File: src/rtl/countdown_timer.sv
// Loadable down-counter with start/pause/stop, one-cycle underflow pulse and auto-reload.
// Optional tick prescaler enabled by defining COUNTDOWN_PRESCALE_EN.
module countdown_timer #(
  parameter int COUNT_W    = 16
`ifdef COUNTDOWN_PRESCALE_EN
  ,parameter int PRESCALE_W = 8
`endif
) (
  input  logic               clk,
  input  logic               rst_n,
  input  logic               load,
  input  logic [COUNT_W-1:0] load_val,
  input  logic               start,
  input  logic               pause,
  input  logic               stop,
  input  logic               auto_reload,
`ifdef COUNTDOWN_PRESCALE_EN
  input  logic [PRESCALE_W-1:0] prescale,
`endif
  output logic [COUNT_W-1:0] count,
  output logic               underflow,
  output logic               busy,
  output logic               done
);

  typedef enum logic [1:0] {IDLE, RUN, PAUSED, DONE} state_t;

  state_t             state_q, state_d;
  logic [COUNT_W-1:0] count_q, count_d;
  logic [COUNT_W-1:0] reload_q, reload_d;
  logic               uf_q, uf_d;
  logic               tick;

`ifdef COUNTDOWN_PRESCALE_EN
  logic [PRESCALE_W-1:0] psc_q, psc_d;
  assign tick = (psc_q == prescale);
`else
  assign tick = 1'b1;
`endif

  always_ff @(posedge clk or negedge rst_n) begin
    if (!rst_n) begin
      state_q  <= IDLE;
      count_q  <= '0;
      reload_q <= '0;
      uf_q     <= 1'b0;
`ifdef COUNTDOWN_PRESCALE_EN
      psc_q    <= '0;
`endif
    end else begin
      state_q  <= state_d;
      count_q  <= count_d;
      reload_q <= reload_d;
      uf_q     <= uf_d;
`ifdef COUNTDOWN_PRESCALE_EN
      psc_q    <= psc_d;
`endif
    end
  end

  // Each state resolves its inputs as stop > pause > start > load.
  always_comb begin
    state_d  = state_q;
    count_d  = count_q;
    reload_d = reload_q;
    uf_d     = 1'b0;
`ifdef COUNTDOWN_PRESCALE_EN
    psc_d    = psc_q;
`endif
    case (state_q)
      IDLE: begin
        if (stop || pause) begin
          state_d = IDLE;
        end else if (start) begin
          if (count_q != '0) begin
            state_d = RUN;
`ifdef COUNTDOWN_PRESCALE_EN
            psc_d   = '0;
`endif
          end
        end else if (load) begin
          count_d  = load_val;
          reload_d = load_val;
        end
      end
      RUN: begin
        if (stop) begin
          state_d = IDLE;
        end else if (pause) begin
          state_d = PAUSED;
        end else begin
`ifdef COUNTDOWN_PRESCALE_EN
          psc_d = tick ? '0 : psc_q + 1'b1;
`endif
          if (tick) begin
            if (count_q == COUNT_W'(1)) begin
              uf_d = 1'b1;
              if (auto_reload) begin
                count_d = reload_q;
              end else begin
                count_d = '0;
                state_d = DONE;
              end
            end else if (count_q != '0) begin
              count_d = count_q - 1'b1;
            end
          end
        end
      end
      PAUSED: begin
        if (stop) begin
          state_d = IDLE;
        end else if (pause) begin
          state_d = PAUSED;
        end else if (start) begin
          state_d = RUN;
        end else if (load) begin
          count_d  = load_val;
          reload_d = load_val;
        end
      end
      default: begin // DONE
        if (stop) begin
          state_d = IDLE;
        end else if (pause) begin
          state_d = DONE;
        end else if (start) begin
          if (reload_q != '0) begin
            count_d = reload_q;
            state_d = RUN;
`ifdef COUNTDOWN_PRESCALE_EN
            psc_d   = '0;
`endif
          end
        end else if (load) begin
          count_d  = load_val;
          reload_d = load_val;
          state_d  = IDLE;
        end
      end
    endcase
  end

  always_comb begin
    count     = count_q;
    underflow = uf_q;
    busy      = (state_q == RUN) || (state_q == PAUSED);
    done      = (state_q == DONE);
  end

endmodule

File: config.mk
export PLATFORM = sky130hd
export DESIGN_NAME = countdown_timer
export DESIGN_NICKNAME = d
export VERILOG_FILES = /design/src/rtl/countdown_timer.sv
export SDC_FILE = /design/constraint.sdc
export NUM_CORES = 1
export LEC_CHECK = 0
export ABC_AREA = 0
export CAP_MARGIN = 10
export CORE_ASPECT_RATIO = 1.2
export CORE_MARGIN = 3
export CORE_UTILIZATION = 55
export DETAILED_ROUTE_END_ITERATION = 8
export PLACE_DENSITY = 0.81
export SYNTH_ARGS = -nofsm -noshare
export SYNTH_HDL_FRONTEND = slang
export SYNTH_SLANG_ARGS = --single-unit
export TNS_END_PERCENT = 100
File: constraint.sdc
create_clock -name clk -period 2.2 [get_ports clk]
set_input_delay 0.44 -clock clk [delete_from_list [all_inputs] [get_ports clk]]
set_output_delay 0.44 -clock clk [all_outputs]
set_load 0.01 [all_outputs]
==> flow_metrics.py, run 1 <==
metrics = {
    "setup_path": {
        "ff2ff_path_depth": 9,
        "start_kind": "flip-flop",
        "arrival_ps": 1720,
        "critical_path_class": "reg -> out",
        "crit_required_ps": 1760,
        "end_kind": "output port",
        "worstPathMaxFanout": 14,
        "crit_start": "state_q[1]",
        "r2r-start": "count[0]",
    },
    "yosys": {
        "syn_avg_cell_area_um2": 9.50,
        "synth-main-ff-cell": "dfrtp_1",
        "synth_seq_cells": 35,
        "synth_most_common_cell": "dfrtp_1",
        "synth_top_area_frac": 0.318,
        "netlist_top_cells_count": "dfrtp_1, mux2_2, a21oi_1, nor2_1, mux2i_1",
        "synth_enable_flop_cells": 0,
        "synth_area_leaders": "dfrtp_1, mux2_2, mux2i_1",
        "syn_nets": 320,
        "synthDistinctLibCells": 62,
        "async_flop_share": 1.00,
        "netlist_instances": 290,
        "synth_top_area_cell": "dfrtp_1",
        "yosys_warnings": 0,
        "mappedNetlistArea_um2": 2760,
        "synth_seq_area_share": 0.318,
    },
    "status": {
        "outcome": "finished, final reports clean",
    },
    "power_and_ir_drop": {
        "p_leak_nw": 1.51,
        "pwr_density_cell_nw_per_um2": 1040,
        "peakVddDrop_uv": 714,
        "totalPowerFinal_mw": 3.85,
    },
    "floorplanning": {
        "die_h_um": 83.5,
        "ioPinCount": 42,
        "start_util": 0.587,
        "die_w_um": 70.6,
        "rows": 27,
        "dieArea_um2": 5900,
        "coreArea_um2": 4700,
    },
    "place": {
        "dp_hpwl_um": 6450,
        "place.gp.congestion": 0.962,
        "dp_cells": 421,
        "numPortBuffers": 41,
        "pre_cts_ws_ps": -216,
    },
    "grt": {
        "grt_usage": 0.302,
        "grt_pass1_wl_um": 14400,
        "grt_max_degree": 36,
        "grt_pass1_vias": 2879,
        "gr-total-overflow": 0,
        "antenna_found_initial": 0,
    },
    "sta": {
        "tightest_slew_ps": 477,
        "setup_viol": 0,
        "worst_slack_ps": 43.8,
        "fmax_ghz": 0.464,
        "fin_setup_tns_ps": 0,
        "rsz0062_at_grt": "yes",
        "drv_slew": 0,
        "post-route-period-util": 0.980,
        "skew_ps": 8.55,
        "slew_headroom": 0.682,
        "period_needed_ps": 2160,
        "hold_violations": 0,
    },
    "cts": {
        "clk_latency_ps": 290,
        "cts.sinks": 35,
        "htree_num_levels": 2,
        "clk_pin_slew_worst_paths_ps": 80,
        "numCtsBuffers": 5,
        "clock-root-buffer": "clkbuf_8",
        "clock_path_buffers": 2,
        "cts_tree": "done",
    },
    "drt": {
        "vias_per_cell": 6.71,
        "ant_nets": 0,
        "wl_per_cell_um": 20.9,
        "drt_iter0_drc": 294,
        "drt-total-wl_um": 9000,
        "vias": 2885,
        "first_pass_iters": 5,
        "drc": 0,
    },
    "worst_hold_path": {
        "hp-start": "reload_q[7]",
        "holdCritPathClass": "reg -> reg",
        "min_path_cells": 1,
    },
    "final_layout": {
        "final.fill_count": 340,
        "n_antenna_cell": 0,
        "area_delta_synth_final_pct": 34.1,
        "nets": 401,
        "multi_input_area_um2": 1800,
        "drive_gt1_frac": 0.312,
        "fin_cells": 430,
        "fin_util": 0.787,
        "layout.area.seq_um2": 878,
    },
    "job": {
        "drv_cap": 0,
    },
}
[critical path: stages, from the launching register on]
cell	delay [ps]
dfrtp_1	430
ha_2	390
clkdlybuf4s50_1	600
[area by class of cell]
cell class	instances	area share
multi-input combinational	229	0.488
clock buffer	8	0.0271
inverter	4	0.00407
sequential	35	0.238
tap	58	0.0196
timing repair buffer	96	0.223
[cell usage in the layout (no fill, tap or decap), drive strengths merged, types with 2 or more instances in the layout]
| cell type | n |
|---|---|
| a21o | 2 |
| mux2 | 34 |
| and4 | 3 |
| a22oi | 6 |
| inv | 4 |
| mux2i | 14 |
| nor2 | 16 |
| clkbuf | 8 |
| a221oi | 3 |
| or2 | 2 |
| or4 | 3 |
| nand2b | 4 |
| nor4 | 9 |
| a31oi | 9 |
| a211o | 4 |
| dfrtp | 35 |
| o22ai | 2 |
| clkdlybuf4s50 | 41 |
| buf | 55 |
| o31ai | 6 |
| xnor2 | 7 |
| nand4 | 4 |
| a311oi | 3 |
| a21oi | 22 |
| nand3 | 3 |
| ha | 7 |
| and3 | 6 |
| nor2b | 3 |
| o21ai | 11 |
| nor3 | 6 |
| nand2 | 12 |
| a211oi | 6 |
| nor4b | 3 |
| a2bb2oi | 2 |
[kinds of logic (layout without fill, tap and decap cells)]
kind of cell,count (synthesis),in the layout,share of synthesized area
AOI/OAI and AO/OA,87,87,0.213
and+or+nand+nor,80,80,0.178
muxes,48,48,0.190
DFF,35,35,0.318
buffers and inverters,26,108,0.0477
adders and majority gates,7,7,0.0318
xor gates and xnor gates,7,7,0.0223
[power breakdown]
group | leakage, nW | switching, mW | internal (mW)
sequential | 0.422 | 0.342 | 0.872
clock | 0.0515 | 0.236 | 0.286
combinational | 1.04 | 1.01 | 1.11
[per-layer routing]
metal  share of wire  global-route usage  vias up
met3           0.068              0.0494       34
met2            0.50               0.517      176
met5               0                   0        -
li1                -                   -     1276
met4           0.029               0.108        0
met1            0.41               0.380     1399
[timing repair]
action	in CTS	in global routing
gates resized for setup	1	12
hold buffers	0	0
pin swaps	0	1
gates cloned	0	0
setup endpoints to repair	1	12
setup buffers	0	1
[worst paths after layout]
| kind | endpoint | slack [ps] |
|---|---|---|
| max | done | 40 |
| min | reload_q[7] | 560 |
| max reg2reg | count[13] | 50 |
| min reg2reg | reload_q[7] | 560 |
| max in group asynchronous | count[2] | 1270 |
| min in group asynchronous | count[0] | 580 |
[flip-flops by register name, summed over array words and instances, names as in the netlist]
register   count
underflow      1
state_q        2
reload_q      16
count         16
[stage by stage]
step | hold WS [ps] | cell area (µm²)
final | 556 | 3690
after global placement | 530 | 3530
after detailed placement | 533 | 3530
after floorplan | 144 | 2760
after global routing | 579 | 3690
after CTS | 550 | 3630
(Power assumes the default switching activity.)
==> inputs of run 2 (changes only) <==
--- a/config.mk
+++ b/config.mk
@@ -8,7 +8,6 @@
 export ABC_AREA = 0
 export CAP_MARGIN = 10
 export CORE_ASPECT_RATIO = 1.2
-export CORE_MARGIN = 3
 export CORE_UTILIZATION = 55
 export DETAILED_ROUTE_END_ITERATION = 8
 export PLACE_DENSITY = 0.81
==> flow_metrics.py, run 2 (synthesized netlist as in run 1, its figures left out) <==
metrics = {
    "status": {
        "outcome": "finished, final reports clean",
    },
    "sta": {
        "skew_ps": 8.25,
        "hold_violations": 0,
        "tightest_slew_ps": 519,
        "fmax_ghz": 0.470,
        "finalHoldWorstSlack_ps": 549,
        "post-route-period-util": 0.967,
        "slew_headroom": 0.654,
        "drv_slew": 0,
        "setup_viol": 0,
        "period_needed_ps": 2130,
    },
    "floorplanning": {
        "rows": 27,
        "die_h_um": 79.5,
        "dieArea_um2": 5300,
        "start_util": 0.587,
        "die_w_um": 66.6,
        "ioPinCount": 42,
        "coreArea_um2": 4700,
    },
    "final_layout": {
        "n_antenna_cell": 0,
        "area_delta_synth_final_pct": 33.4,
        "nets": 401,
        "fin_area_um2": 3670,
        "final_common_cell": "buf_4",
        "drive_gt1_frac": 0.313,
        "mostFrequentLayoutCells": "buf_4, clkdlybuf4s50_1, dfrtp_1",
    },
    "grt": {
        "antenna_found_initial": 0,
        "grt_max_degree": 36,
        "grt_pass1_wl_um": 13600,
        "gr-total-overflow": 0,
        "grt_pass1_vias": 2724,
        "grt_usage": 0.347,
    },
    "drt": {
        "drt_iter0_drc": 253,
        "drt-total-wl_um": 8700,
        "vias": 2860,
        "ant_nets": 0,
        "wl_per_cell_um": 20.3,
        "first_pass_iters": 6,
        "vias_per_cell": 6.67,
        "drc": 0,
    },
    "place": {
        "place_area_um2": 3530,
        "place.gp.congestion": 0.926,
        "dp_hpwl_um": 6180,
        "numPortBuffers": 41,
    },
    "job": {
        "drv_cap": 0,
    },
    "cts": {
        "cts_tree": "done",
        "clock_path_buffers": 2,
        "clock-root-buffer": "clkbuf_8",
        "clk_pin_slew_worst_paths_ps": 80,
        "cts.sinks": 35,
        "clk_latency_ps": 300,
        "numCtsBuffers": 5,
        "htree_num_levels": 2,
        "post_cts_buffers": 0,
    },
    "worst_hold_path": {
        "min_path_cells": 1,
        "holdCritPathClass": "reg -> reg",
    },
    "setup_path": {
        "start_kind": "flip-flop",
        "arrival_ps": 2300,
        "end_kind": "flip-flop",
        "rr_endpoint": "count[11]",
        "crit_start": "count[1]",
        "crit_required_ps": 2380,
        "r2r-start": "count[1]",
        "ff2ff_path_depth": 7,
        "worstPathMaxFanout": 10,
        "critPathCapture": "count[11]",
        "ff2ff_setup_slack_ps": 70,
        "critical_path_class": "reg -> reg",
    },
    "power_and_ir_drop": {
        "p_leak_nw": 1.51,
        "pwr_density_cell_nw_per_um2": 1040,
        "peakVddDrop_uv": 799,
    },
}
[run 2: power by group]
part,leakage [nW],switching [mW],internal (mW)
sequential,0.423,0.301,0.870
combinational,1.04,1.01,1.13
clock,0.0470,0.256,0.246
total,1.51,1.57,2.25
[run 2: area by class of cell]
type                       count  area [µm²]
sequential                    35         877
clock inverter                 1        5.00
clock buffer                   6        82.6
inverter                       4        15.0
fill                         339        1020
tap                           58        72.6
multi-input combinational    229        1800
timing repair buffer          96         827
[run 2: what timing repair did]
item                                    in CTS  in global routing
endpoints found under the setup margin       0                 15
resized for setup                            0                 13
hold buffers                                 0                  0
[run 2: routing by layer]
layer / track usage / wire length (µm)
met1: 0.422 / 3510
met2: 0.584 / 4390
met3: 0.0686 / 567
met4: 0.147 / 239
met5: 0 / 0
[run 2: how the worst min path moves through the flow]
| stage | slack [ps] | from | end |
|---|---|---|---|
| after floorplan | 140 | rst_n | count[0] |
| after global placement | 530 | reload_q[7] | reload_q[7] |
| after detailed placement | 530 | reload_q[7] | reload_q[7] |
| after CTS | 550 | reload_q[7] | reload_q[7] |
| after global routing | 560 | reload_q[7] | reload_q[7] |
| final | 550 | reload_q[7] | reload_q[7] |
[run 2: worst max-delay path: stages, from the launching register on]
cell      delay (ps)
dfrtp_1          390
buf_4            150
or4_1            500
buf_6            180
o31ai_2          200
o311ai_2         160
a311oi_2         310
o31ai_1          110
[run 2: through the flow]
step | util | total power [mW] | setup TNS, ps | std cells | setup WS (ps)
finish | 0.783 | 3.81 | 0 | 429 | 73.3
global route | 0.783 | 4.03 | -22.0 | 429 | -9.94
CTS | 0.771 | 3.70 | 0 | 429 | 5.83
detailed placement | 0.753 | 3.18 | -1030 | 422 | -140
global placement | 0.753 | 3.14 | -759 | 422 | -134
floorplan | - | 2.27 | 0 | 290 | 93.7
